`src/rtl/udc_pkg.sv`:
```
`default_nettype none
// ============================================================================
//  Module      : udc_pkg
//  Description : Shared definitions for the BCD up/down counter with
//                multiplexed 7-segment display: BCD digit width, segment
//                patterns {a,b,c,d,e,f,g} (active-high) and a nibble clamp.
//  Revision    : 1.0  initial release
// ============================================================================
package udc_pkg;

    localparam int c_bcd_w = 4;

    localparam logic [6:0] c_seg_0   = 7'b1111110;
    localparam logic [6:0] c_seg_1   = 7'b0110000;
    localparam logic [6:0] c_seg_2   = 7'b1101101;
    localparam logic [6:0] c_seg_3   = 7'b1111001;
    localparam logic [6:0] c_seg_4   = 7'b0110011;
    localparam logic [6:0] c_seg_5   = 7'b1011011;
    localparam logic [6:0] c_seg_6   = 7'b1011111;
    localparam logic [6:0] c_seg_7   = 7'b1110000;
    localparam logic [6:0] c_seg_8   = 7'b1111111;
    localparam logic [6:0] c_seg_9   = 7'b1111011;
    localparam logic [6:0] c_seg_off = 7'b0000000;

    // Force a nibble into BCD range; anything above 9 becomes 9.
    function automatic logic [c_bcd_w-1:0] clamp_bcd(input logic [c_bcd_w-1:0] d);
        return (d > 4'd9) ? 4'd9 : d;
    endfunction

endpackage
`default_nettype wire

```
`src/rtl/bcd_to_7seg.sv`:
```
`default_nettype none
// ============================================================================
//  Module      : bcd_to_7seg
//  Description : Combinational BCD digit to 7-segment decode.
//  Ports       : digit - BCD digit (0..9)
//                seg   - segments {a,b,c,d,e,f,g}, active-high
//  Revision    : 1.0  initial release
// ============================================================================
module bcd_to_7seg
    import udc_pkg::*;
(
    input  logic [c_bcd_w-1:0] digit,
    output logic [6:0]         seg
);

    always_comb begin
        case (digit)
            4'd0:    seg = c_seg_0;
            4'd1:    seg = c_seg_1;
            4'd2:    seg = c_seg_2;
            4'd3:    seg = c_seg_3;
            4'd4:    seg = c_seg_4;
            4'd5:    seg = c_seg_5;
            4'd6:    seg = c_seg_6;
            4'd7:    seg = c_seg_7;
            4'd8:    seg = c_seg_8;
            4'd9:    seg = c_seg_9;
            // The counter never holds a non-BCD nibble; blank just in case.
            default: seg = c_seg_off;
        endcase
    end

endmodule
`default_nettype wire

```
`src/rtl/updown_counter_7seg.sv`:
```
`default_nettype none
// ============================================================================
//  Module      : updown_counter_7seg
//  Description : DIGITS-digit BCD up/down counter with wrap or saturate
//                limits, parallel load, terminal-count pulse and a scanned
//                multiplexed 7-segment display driver.
//  Ports       : clk, reset       - clock, synchronous active-high reset
//                en, up, sat      - count enable, direction, saturate mode
//                load, din        - parallel BCD load (nibbles >9 load as 9)
//                state            - current BCD count
//                tc               - one-cycle pulse after a wrap
//                seg, dp, view    - registered display outputs
//  Revision    : 1.0  initial release
// ============================================================================
module updown_counter_7seg
    import udc_pkg::*;
#(
    parameter int DIGITS   = 2,
    parameter int SCAN_DIV = 4
)(
    input  logic                      clk,
    input  logic                      reset,
    input  logic                      en,
    input  logic                      up,
    input  logic                      sat,
    input  logic                      load,
    input  logic [c_bcd_w*DIGITS-1:0] din,
    output logic [c_bcd_w*DIGITS-1:0] state,
    output logic                      tc,
    output logic [6:0]                seg,
    output logic                      dp,
    output logic [DIGITS-1:0]         view
);

    localparam int c_w     = c_bcd_w * DIGITS;
    localparam int c_pre_w = (SCAN_DIV > 1) ? $clog2(SCAN_DIV) : 1;
    localparam int c_idx_w = (DIGITS > 1) ? $clog2(DIGITS) : 1;

    logic [c_w-1:0]     r_state;
    logic [c_w-1:0]     w_inc;
    logic [c_w-1:0]     w_dec;
    logic [c_w-1:0]     w_load;
    logic [c_w-1:0]     w_next;
    logic               w_at_max;
    logic               w_at_zero;
    logic               w_wrap;
    logic               r_tc;
    logic [c_pre_w-1:0] r_pre;
    logic [c_idx_w-1:0] r_idx;
    logic [c_bcd_w-1:0] w_sel;
    logic [DIGITS-1:0]  w_view;
    logic               w_dp;
    logic [6:0]         w_seg;
    logic [6:0]         r_seg;
    logic               r_dp;
    logic [DIGITS-1:0]  r_view;

    // Ripple BCD +1 / -1. At MAX the +1 ripple naturally yields all zeros and
    // at zero the -1 ripple yields all nines, so wrap needs no special case.
    always_comb begin : comb_bcd_arith
        logic               carry;
        logic               borrow;
        logic [c_bcd_w-1:0] d;
        carry     = 1'b1;
        borrow    = 1'b1;
        d         = '0;
        w_inc     = r_state;
        w_dec     = r_state;
        w_load    = '0;
        w_at_max  = 1'b1;
        w_at_zero = 1'b1;
        for (int k = 0; k < DIGITS; k++) begin
            d = r_state[k*c_bcd_w +: c_bcd_w];
            if (d != 4'd9) w_at_max  = 1'b0;
            if (d != 4'd0) w_at_zero = 1'b0;
            w_load[k*c_bcd_w +: c_bcd_w] = clamp_bcd(din[k*c_bcd_w +: c_bcd_w]);
            if (carry) begin
                if (d == 4'd9) begin
                    w_inc[k*c_bcd_w +: c_bcd_w] = 4'd0;
                end else begin
                    w_inc[k*c_bcd_w +: c_bcd_w] = d + 4'd1;
                    carry = 1'b0;
                end
            end
            if (borrow) begin
                if (d == 4'd0) begin
                    w_dec[k*c_bcd_w +: c_bcd_w] = 4'd9;
                end else begin
                    w_dec[k*c_bcd_w +: c_bcd_w] = d - 4'd1;
                    borrow = 1'b0;
                end
            end
        end
    end

    always_comb begin : comb_next_state
        w_next = r_state;
        w_wrap = 1'b0;
        if (load) begin
            w_next = w_load;
        end else if (en) begin
            if (up) begin
                if (!(w_at_max && sat)) w_next = w_inc;
                w_wrap = w_at_max && !sat;
            end else begin
                if (!(w_at_zero && sat)) w_next = w_dec;
                w_wrap = w_at_zero && !sat;
            end
        end
    end

    always_ff @(posedge clk) begin : ff_counter
        if (reset) begin
            r_state <= '0;
            r_tc    <= 1'b0;
        end else begin
            r_state <= w_next;
            r_tc    <= w_wrap;
        end
    end

    // Free-running digit scan; untouched by en, load and sat.
    always_ff @(posedge clk) begin : ff_scan
        if (reset) begin
            r_pre <= '0;
            r_idx <= '0;
        end else if (r_pre == c_pre_w'(SCAN_DIV - 1)) begin
            r_pre <= '0;
            r_idx <= (r_idx == c_idx_w'(DIGITS - 1)) ? '0 : r_idx + 1'b1;
        end else begin
            r_pre <= r_pre + 1'b1;
        end
    end

    always_comb begin : comb_digit_select
        w_sel  = '0;
        w_view = '0;
        for (int k = 0; k < DIGITS; k++) begin
            if (r_idx == c_idx_w'(k)) begin
                w_sel     = r_state[k*c_bcd_w +: c_bcd_w];
                w_view[k] = 1'b1;
            end
        end
    end

    // Decimal point flags "at the limit in the current direction" on digit 0.
    assign w_dp = (r_idx == '0) && (up ? w_at_max : w_at_zero);

    bcd_to_7seg u_decode (
        .digit (w_sel),
        .seg   (w_seg)
    );

    always_ff @(posedge clk) begin : ff_display
        if (reset) begin
            r_view <= DIGITS'(1);
            r_seg  <= c_seg_0;
            r_dp   <= 1'b0;
        end else begin
            r_view <= w_view;
            r_seg  <= w_seg;
            r_dp   <= w_dp;
        end
    end

    assign state = r_state;
    assign tc    = r_tc;
    assign seg   = r_seg;
    assign dp    = r_dp;
    assign view  = r_view;

endmodule
`default_nettype wire
```
`config.mk`:
```
export PLATFORM = sky130hd
export DESIGN_NAME = updown_counter_7seg
export DESIGN_NICKNAME = d
export VERILOG_FILES = /design/src/rtl/udc_pkg.sv /design/src/rtl/bcd_to_7seg.sv /design/src/rtl/updown_counter_7seg.sv
export SDC_FILE = /design/constraint.sdc
export NUM_CORES = 1
export LEC_CHECK = 0
export CORE_ASPECT_RATIO = 2
export CORE_MARGIN = 3
export CORE_UTILIZATION = 54
export DETAILED_ROUTE_END_ITERATION = 8
export PLACE_DENSITY = 0.87
export SLEW_MARGIN = 25
export SYNTH_ARGS = -nofsm -noshare
export SYNTH_HDL_FRONTEND = slang
export SYNTH_SLANG_ARGS = --single-unit
```
`constraint.sdc`:
```
create_clock -name clk -period 5.34 [get_ports clk]
set_clock_uncertainty 0.15 [all_clocks]
set_input_delay 1.335 -clock clk [delete_from_list [all_inputs] [get_ports clk]]
set_output_delay 1.335 -clock clk [all_outputs]
set_load 0.1 [all_outputs]
```
==> results.md, run 1 <==
- Post-synthesis sequential area ratio: 30.40%
- Routed Antenna Nets: 0
- Total wire length: 3690 um
- Crit path cell chain: clkdlybuf4s50_1
- GRT met2 Usage: 39.46%
- Post-synth EDFFs: 0
- Slowest CP cell: clkdlybuf4s50_1
- DRT iter0 DRCs: 57
- Buf+Inv Stages, Crit Path: 1
- Min Tclk post-route: 3.630 ns
- Fill cell count: 236
- Max Freq: 275.5 MHz
- R2R depth: 5
- DRC: 0
- Cell Area, Synth: 0.001449 mm2
- Clock Power Share: 25.8%
- Outcome: finished, final reports clean
- Main synth FF type: dfxtp_1
- Total global routing overflow: 0
- Class of the worst hold path: reg2reg
- Startpoint Class: flop
- Core Rows: 26
- Type of the worst setup path: reg2out
- Worst-Skew Late Latency: 0.26 ns
- Final worst setup slack: 1.710 ns
- Pin count of the biggest net entering global routing: 22
- Core Area: 0.002570 mm2
- Die Ht: 79.26 um
- Share of the synthesized area in the top cell type: 30.40%
- IO Count: 33
- Comb pwr share: 39.8%
- Worst VDD drop: 232.6 uV
- Tightest Pin Transition: 0.9817 ns
- Synth area leaders: dfxtp_1 30%, ha_1 6.0%, nor2_1 3.9%
- Gate Count Post-Synth: 176
- Drt wl/cell: 16.33 um
- Psw: 0.0002408 W
- Worst hold path startpoint: r_pre[0]
- Sw Share: 40.49%
- Starting Density: 56.38%
- CTS Buf Count: 3
- Port-buffer cells: 32
- Final setup fails: 0
- Commonest non-fill, non-tap cell in the layout: clkdlybuf4s50_1
- First-pass GRT wire length: 6003 um
- Die area: 0.003378 mm2
- Overall power: 0.0005947 W
- Post-synthesis average cell area: 8.232 um2
- Element type at the critical path end: output pin
- RSZ-0062 raised after global routing: false
- DIE WIDTH: 42.63 um
- Met3 Track Usage GR: 2.721%
- H-tree Lvls: 1
- Clock Sinks: 22
- Hold bufs inserted after CTS: 0
- GRT Total Usage: 22.49%
- Max-cap violations: 0
- Share of cells above drive strength 1: 8.586%
- Setup TNS: 0 ns
- Data arrival time of the worst path: 2.14 ns
- Seq cells post-synth: 22
- Cell type with the largest total area after synthesis: dfxtp_1
- R2r setup slk: 3.08 ns
- Longest Clk Path Bufs: 2
- CP max stage delay: 1.23 ns
- Routability cong.: 0.8636
- Flop pwr share: 34.4%
- GR peak layer: met2
- Antenna Diode Count: 0
- Slew HR: 34.35%
- Final period util: 67.97%
- Final hold vios: 0
- Worst hold endpoint: r_pre[0]
- Antenna violations before repair: 0
- Router iterations before antenna repair: 4
- CP top delay family: buffers and inverters
- Synth warn: 0
- Dpl ws: 1.696 ns
- Pleak: 0.7040 nW
- Min-Delay Path Depth: 1
- Pwr Density: 329.6 mW/mm2
- Post-CTS Setup Bufs: 0
- Layout Nets: 220
- Vias in the first global route: 1337
- Worst setup path start: state[0]
- Commonest cells after routing, fill and taps aside: 32 x clkdlybuf4s50_1, 22 x dfxtp_1, 15 x nor2_1
- Clock-pin transition on the worst setup and hold timing paths: 0.08 ns
- Post-CTS sizing: 0
- Reg-to-reg endpoint: state[5]
- Netlist cell types: 52
- Crit path required time: 3.86 ns
- Pins Over Slew Limit: 0
- Area Overhead vs Synth: 24.52%
- Worst-path maximum fanout: 14
- Vias per inst: 6.367
- Reg2reg start: state[1]
- Ys async rst share: 0%
- CTS Root Buffer Type: clkbuf_8
- Vias: 1439
- M1 GR Usage: 25.46%
- Syn_nets: 197
- P_int: 0.0003539 W
- Hpwl dp: 2671 um
- TritonCTS clock tree: built
power by group through the flow:
stage	logic, W	registers [W]	clock network [W]
finish	0.000236	0.000205	0.000153
detailed placement	0.000234	0.000208	0
global placement	0.000227	0.000206	0
global route	0.000250	0.000208	0.000159
CTS	0.000236	0.000204	0.000153
floorplan	0.0000953	0.000292	0
synth_stat cells (all sizes together), types with 2 or more instances:
library cell	number
dfxtp	22
nor2	15
inv	11
clkbuf	10
nor3	10
o21ai	10
nand2	9
ha	7
a21oi	6
nand3	6
nor2b	6
o211ai	5
a311oi	4
buf	4
nand2b	4
a211oi	3
and3	3
mux2i	3
xnor2	3
a221o	2
a31oi	2
mux2	2
nand4	2
nor4	2
o211a	2
or2	2
or4	2
xor2	2
cell families (layout without fill, tap and decap cells):
kind of cell,Yosys count,in the layout,share of synthesized area [%]
AND/OR/NAND/NOR,67,67,25.22
adder cells (fa/ha/maj),7,7,6.045
XOR/XNOR,5,5,3.023
buffers and inverters,25,47,7.772
flip-flops,22,22,30.40
AO/OA/AOI/OAI,45,45,23.92
multiplexers,5,5,3.627
registers in the layout, indices dropped and copies added, names as in the netlist:
register  flops
state         8
seg           7
r_pre         2
view          2
dp            1
r_idx         1
tc            1
layout make-up:
class,instances,area (um2),share of cell area (%)
Multi-Input combinational cell,129,895.9,49.65
Sequential cell,22,440.4,24.41
Timing Repair Buffer,32,320.3,17.75
Clock buffer,3,41.29,2.288
Inverter,11,41.29,2.288
Tap cell,28,35.03,1.942
Clock inverter,1,30.03,1.664
per-stage QoR:
stage | area (um2) | hold slack [ns] | cells | util, %
3_5_place_dp | 1733 | 0.2736 | 222 | 67.43
5_1_grt | 1804 | 0.2973 | 226 | 70.20
3_3_place_gp | 1733 | 0.2634 | 222 | 67.43
6_report | 1804 | 0.2811 | 226 | 70.20
4_1_cts | 1804 | 0.2847 | 226 | 70.20
2_1_floorplan | 1449 | 0.2543 | 176 | -
worst max-delay path by stage:
stage | end | slack (ns) | cells past startpoint
2_1_floorplan | state[7] | 2.43 | 6
3_3_place_gp | state[7] | 1.83 | 6
3_5_place_dp | state[4] | 1.70 | 6
4_1_cts | state[0] | 1.73 | 1
5_1_grt | state[0] | 1.66 | 1
6_report | state[0] | 1.71 | 1
metal layers:
layer  wire length [um]  vias to the layer above  part of all wire, %
met5                  0                        -                    0
met4                114                        0                  3.1
met3                221                       12                  6.0
met2               1993                       69                   54
met1               1361                      681                   37
li1                   -                      677                    -
worst reg2reg max path, stage by stage (launching register included):
cell	delay [ns]
dfxtp_1	0.43
or4_4	0.59
or4_4	0.54
o211a_2	0.20
nor2_1	0.14
a311oi_2	0.06
No activity file was read; power rests on OpenSTA's default activity.
==> run 2: changes to the inputs <==
--- a/config.mk
+++ b/config.mk
@@ -7,9 +7,9 @@
 export LEC_CHECK = 0
 export CORE_ASPECT_RATIO = 2
 export CORE_MARGIN = 3
-export CORE_UTILIZATION = 54
+export CORE_UTILIZATION = 45
 export DETAILED_ROUTE_END_ITERATION = 8
-export PLACE_DENSITY = 0.87
+export PLACE_DENSITY = 0.78
 export SLEW_MARGIN = 25
 export SYNTH_ARGS = -nofsm -noshare
 export SYNTH_HDL_FRONTEND = slang
==> constraint.sdc (replaced) <==
create_clock -name clk -period 3.17 [get_ports clk]
set_clock_uncertainty 0.15 [all_clocks]
set_input_delay 0.7925 -clock clk [delete_from_list [all_inputs] [get_ports clk]]
set_output_delay 0.7925 -clock clk [all_outputs]
set_load 0.1 [all_outputs]
==> run 2 against run 1 <==
Effect of this change:
- register-to-register slack lost 2.2 ns
- power grew 67%
- count of clock-buffer cells in the layout unchanged
- worst setup slack got worse by 1.1 ns
- critical path depth is 5 higher
- global-route usage is 2.9 points lower
- flip-flop and latch count unchanged
- final area decreased by 1.2%
- sequential share of layout area up 0.31 points
- critical path type is now in2reg
- largest cell class unchanged
- highest routed layer unchanged
==> results.md, run 2 (synthesized netlist as in run 1, its figures left out) <==
- Element type at the critical path end: flop
- Max-cap violations: 0
- R2R depth: 5
- IO Count: 33
- Routability cong.: 0.8332
- CTS Buf Count: 3
- Crit path cell chain: clkdlybuf4s50_1 > nor3_1 > o211a_1 > o211a_2 > nor2_1 > a311oi_2
- Drt wl/cell: 15.42 um
- Startpoint Class: input pin
- Final setup fails: 0
- CP max stage delay: 0.54 ns
- Final period util: 81.67%
- Clock Sinks: 22
- Vias in the first global route: 1363
- DRC: 0
- Slew HR: 54.03%
- Post-CTS Setup Bufs: 0
- CTS Root Buffer Type: clkbuf_8
- Crit path required time: 3.20 ns
- Area Overhead vs Synth: 22.97%
- Area of the multi-input gates: 895.9 um2
- Vias per inst: 6.095
- Pwr Density: 557.5 mW/mm2
- Class of the worst hold path: reg2reg
- Routed Antenna Nets: 0
- Router iterations before antenna repair: 4
- Hold bufs inserted after CTS: 0
- H-tree Lvls: 1
- Min Tclk post-route: 2.589 ns
- First-pass GRT wire length: 5996 um
- Core Area: 0.003013 mm2
- Worst hold endpoint: r_pre[0]
- Die area: 0.003978 mm2
- Starting Density: 48.09%
- Overall power: 0.0009934 W
- Data arrival time of the worst path: 2.61 ns
- Core Rows: 28
- Fin util: 59.14%
- Outcome: finished, final reports clean
- Total wire length: 3563 um
- R2r setup slk: 0.93 ns
- Worst VDD drop: 293.3 uV
- Max reg flops: 8
- Setup TNS: 0 ns
- Pleak: 0.7392 nW
- RSZ-0062 raised after global routing: false
- FF/Latch Area: 440.4 um2
- Reg-to-reg endpoint: state[7]
- DRT iter0 DRCs: 28
- Die Ht: 86.25 um
- TritonCTS clock tree: built
- Worst-path maximum fanout: 9
- Share of cells above drive strength 1: 19.40%
- Longest Clk Path Bufs: 2
- Port-buffer cells: 32
- Pins Over Slew Limit: 0
- Max Freq: 386.3 MHz
- Pin count of the biggest net entering global routing: 18
- Antenna violations before repair: 0
- Tightest Pin Transition: 0.6704 ns
- Layout Nets: 223
- Fill cell count: 278
- Worst-Skew Late Latency: 0.26 ns
- Hpwl dp: 2615 um
- Clock-pin transition on the worst setup and hold timing paths: 0.08 ns
- Total global routing overflow: 0
- Type of the worst setup path: in2reg
- Min-Delay Path Depth: 1
- Final hold vios: 0
- DIE WIDTH: 46.13 um
- GRT Total Usage: 19.62%
- Post-CTS sizing: 0
- Vias: 1408
- Commonest cells after routing, fill and taps aside: 22 x dfxtp_1, 22 x buf_4, 15 x nor2_1
- Slowest CP cell: clkdlybuf4s50_1
- Antenna Diode Count: 0
- Reg2reg start: state[1]
- Worst hold path startpoint: r_pre[0]
-- run 2: cell count changes in the layout (fill, tap and decap cells not counted), sizes merged --
cell,before,now
clkdlybuf4s50,32,13
buf,0,22
-- run 2: worst max-delay path: cells and delay by family --
kind                   cells  cell delay, ns
AOI/OAI and AO/OA          3            0.80
and+or+nand+nor            2            0.47
buffers and inverters      1            0.54
-- run 2: final cells by class --
class                           instances  area share (%)
Timing Repair Buffer                   35           16.57
Sequential cell                        22           24.72
Multi-Input combinational cell        129           50.28
Clock inverter                          1           1.685
Tap cell                               30           2.107
Clock buffer                            3           2.317
Inverter                               11           2.317
-- run 2: worst max-delay path by stage --
| stage | startpoint | endpoint | slack [ns] |
|---|---|---|---|
| after CTS | up | state[5] | 0.59 |
| after global routing | up | state[1] | 0.42 |
| after global placement | up | state[2] | 0.39 |
| after floorplan | state[2] | state[7] | 0.56 |
| final | up | state[5] | 0.58 |
| after detailed placement | up | state[7] | 0.33 |
-- run 2: routing by layer --
layer / vias to the layer above / part of all wire, % / routed length, um / GRT usage [%]
met2: 63 / 54 / 1927 / 33.29
li1: 683 / - / - / -
met5: - / 0 / 0 / 0
met1: 654 / 37 / 1329 / 23.87
met3: 8 / 6.2 / 220 / 1.247
met4: 0 / 2.4 / 85 / 9.067
-- run 2: stage by stage --
stage / worst slack (ns) / cell area (um2) / hold slack [ns] / cells
floorplan: 0.5556 / 1449 / 0.2543 / 176
global placement: 0.3911 / 1710 / 0.2650 / 227
detailed placement: 0.3323 / 1710 / 0.2712 / 227
CTS: 0.5940 / 1782 / 0.2872 / 231
global route: 0.4218 / 1782 / 0.3195 / 231
finish: 0.5810 / 1782 / 0.2869 / 231
-- run 2: power breakdown --
group | internal, W | leakage, nW | switching (W)
clock network | 0.000169 | 0.0357 | 0.0000913
logic | 0.000118 | 0.522 | 0.000270
registers | 0.000304 | 0.182 | 0.0000415
==> run 3: changes to the inputs <==
--- a/config.mk
+++ b/config.mk
@@ -7,9 +7,9 @@
 export LEC_CHECK = 0
 export CORE_ASPECT_RATIO = 2
 export CORE_MARGIN = 3
-export CORE_UTILIZATION = 45
+export CORE_UTILIZATION = 50
 export DETAILED_ROUTE_END_ITERATION = 8
-export PLACE_DENSITY = 0.78
+export PLACE_DENSITY = 0.82
 export SLEW_MARGIN = 25
 export SYNTH_ARGS = -nofsm -noshare
 export SYNTH_HDL_FRONTEND = slang
==> constraint.sdc (replaced) <==
create_clock -name clk -period 2.4 [get_ports clk]
set_clock_uncertainty 0.15 [all_clocks]
set_input_delay 0.6 -clock clk [delete_from_list [all_inputs] [get_ports clk]]
set_output_delay 0.6 -clock clk [all_outputs]
set_load 0.1 [all_outputs]
==> run 3 against run 2 <==
Effect of this change:
- worst setup slack worse by 0.38 ns
- sequential power grew 30%
- critical path depth is the same
- register-to-register slack got worse by 0.66 ns
- critical path type unchanged
- combinational power increased by 45%
- largest cell class unchanged
- critical endpoint is now state[7]
- count of clock-buffer cells in the layout did not move
==> results.md, run 3 (synthesized netlist as in run 1, its figures left out) <==
- Commonest cells after routing, fill and taps aside: 28 x buf_4, 17 x dfxtp_1, 15 x nor2_1
- Clock Sinks: 22
- Worst-path maximum fanout: 5
- Total wire length: 4005 um
- Worst-Skew Late Latency: 0.26 ns
- R2r setup slk: 0.27 ns
- Max reg flops: 8
- Share of cells above drive strength 1: 25.71%
- Commonest non-fill, non-tap cell in the layout: buf_4
- Vias per inst: 6.222
- Startpoint Class: input pin
- DRC: 0
- IO Count: 33
- Layout Nets: 232
- Pin count of the biggest net entering global routing: 15
- Worst setup path start: up
- Type of the worst setup path: in2reg
- Longest Clk Path Bufs: 2
- Worst VDD drop: 453.0 uV
- Routability cong.: 0.8675
- Port-buffer cells: 32
- Router iterations before antenna repair: 4
- Antenna violations before repair: 0
- Drt wl/cell: 16.76 um
- Routed Antenna Nets: 0
- Slew HR: 66.91%
- Final worst setup slack: 0.1963 ns
- Crit path required time: 2.40 ns
- Hpwl dp: 3142 um
- Overall power: 0.001360 W
- DRT iter0 DRCs: 48
- Tightest Pin Transition: 0.4957 ns
- Max Freq: 453.8 MHz
- Reg2reg start: state[5]
- R2R depth: 5
- Vias in the first global route: 1480
- Vias: 1487
- Fin util: 68.47%
- Die Ht: 82.13 um
- Outcome: finished, final reports clean
- Pleak: 0.7971 nW
- Clock-pin transition on the worst setup and hold timing paths: 0.08 ns
- Pwr Density: 716.9 mW/mm2
- Dpl ws: -0.1295 ns
- Reg-to-reg endpoint: state[7]
- Core Rows: 27
- Core Area: 0.002770 mm2
- Hold bufs inserted after CTS: 0
- Max-cap violations: 0
- H-tree Lvls: 1
- Final setup fails: 0
- Setup TNS: 0 ns
- Min Tclk post-route: 2.204 ns
- Pins Over Slew Limit: 0
- GRT Total Usage: 23.78%
- CTS Buf Count: 3
- Data arrival time of the worst path: 2.20 ns
- Area Overhead vs Synth: 30.92%
- Class of the worst hold path: reg2reg
- First-pass GRT wire length: 6555 um
- RSZ-0062 raised after global routing: false
- Final period util: 91.82%
- Final hold vios: 0
- CTS Root Buffer Type: clkbuf_8
- TritonCTS clock tree: built
- Starting Density: 52.30%
- Total global routing overflow: 0
- Antenna Diode Count: 0
- Worst Setup EP: state[7]
- Element type at the critical path end: flop
- Die area: 0.003619 mm2
- DIE WIDTH: 44.07 um
## run 3: through the flow
stage | hold WS [ns] | area, um2 | cells
floorplan | 0.2543 | 1455 | 176
global placement | 0.2625 | 1821 | 235
detailed placement | 0.2726 | 1821 | 235
CTS | 0.2843 | 1892 | 239
global route | 0.3082 | 1897 | 239
finish | 0.2817 | 1897 | 239
## run 3: worst min path at each step
stage	startpoint	to	depth (start not counted)	slack, ns
2_1_floorplan	r_pre[0]	r_pre[0]	1	0.25
3_5_place_dp	r_pre[0]	r_pre[0]	1	0.27
3_3_place_gp	r_pre[0]	r_pre[0]	1	0.26
5_1_grt	r_pre[0]	r_pre[0]	1	0.31
4_1_cts	r_pre[0]	r_pre[0]	1	0.28
6_report	r_pre[0]	r_pre[0]	1	0.28
## run 3: metal layers
metal | track usage (%) | wire (um) | vias up
li1 | - | - | 703
met1 | 22.89 | 1361 | 705
met2 | 45.47 | 2297 | 61
met3 | 2.820 | 150 | 18
met4 | 14.50 | 195 | 0
met5 | 0 | 0 | -
## run 3: report_power, final
| part | leakage [nW] | internal [W] | switching (W) | total [W] |
|---|---|---|---|---|
| clock | 0.0357 | 0.000223 | 0.000124 | 0.000347 |
| sequential | 0.183 | 0.000403 | 0.0000457 | 0.000449 |
| combinational | 0.578 | 0.000183 | 0.000381 | 0.000564 |
## run 3: area by class of cell
cell class / count / area, um2
clock inverters: 1 / 30.03
multi-input cells: 129 / 900.9
clock buffers: 3 / 41.29
well taps: 29 / 36.28
repair buffers: 44 / 400.4
flip-flops and latches: 22 / 446.7
fillers: 237 / 873.3
inverters: 11 / 41.29
## run 3: timing repair
action                                  CTS  global route
endpoints found under the setup margin    0             2
gates resized for setup                   0             1
buffers inserted                          0             0
## run 3: worst max-delay path, stage by stage
cell	delay, ns
clkdlybuf4s50_1	0.47
nand2_1	0.09
or4_4	0.61
o211a_2	0.20
o211ai_1	0.12
a21oi_1	0.10
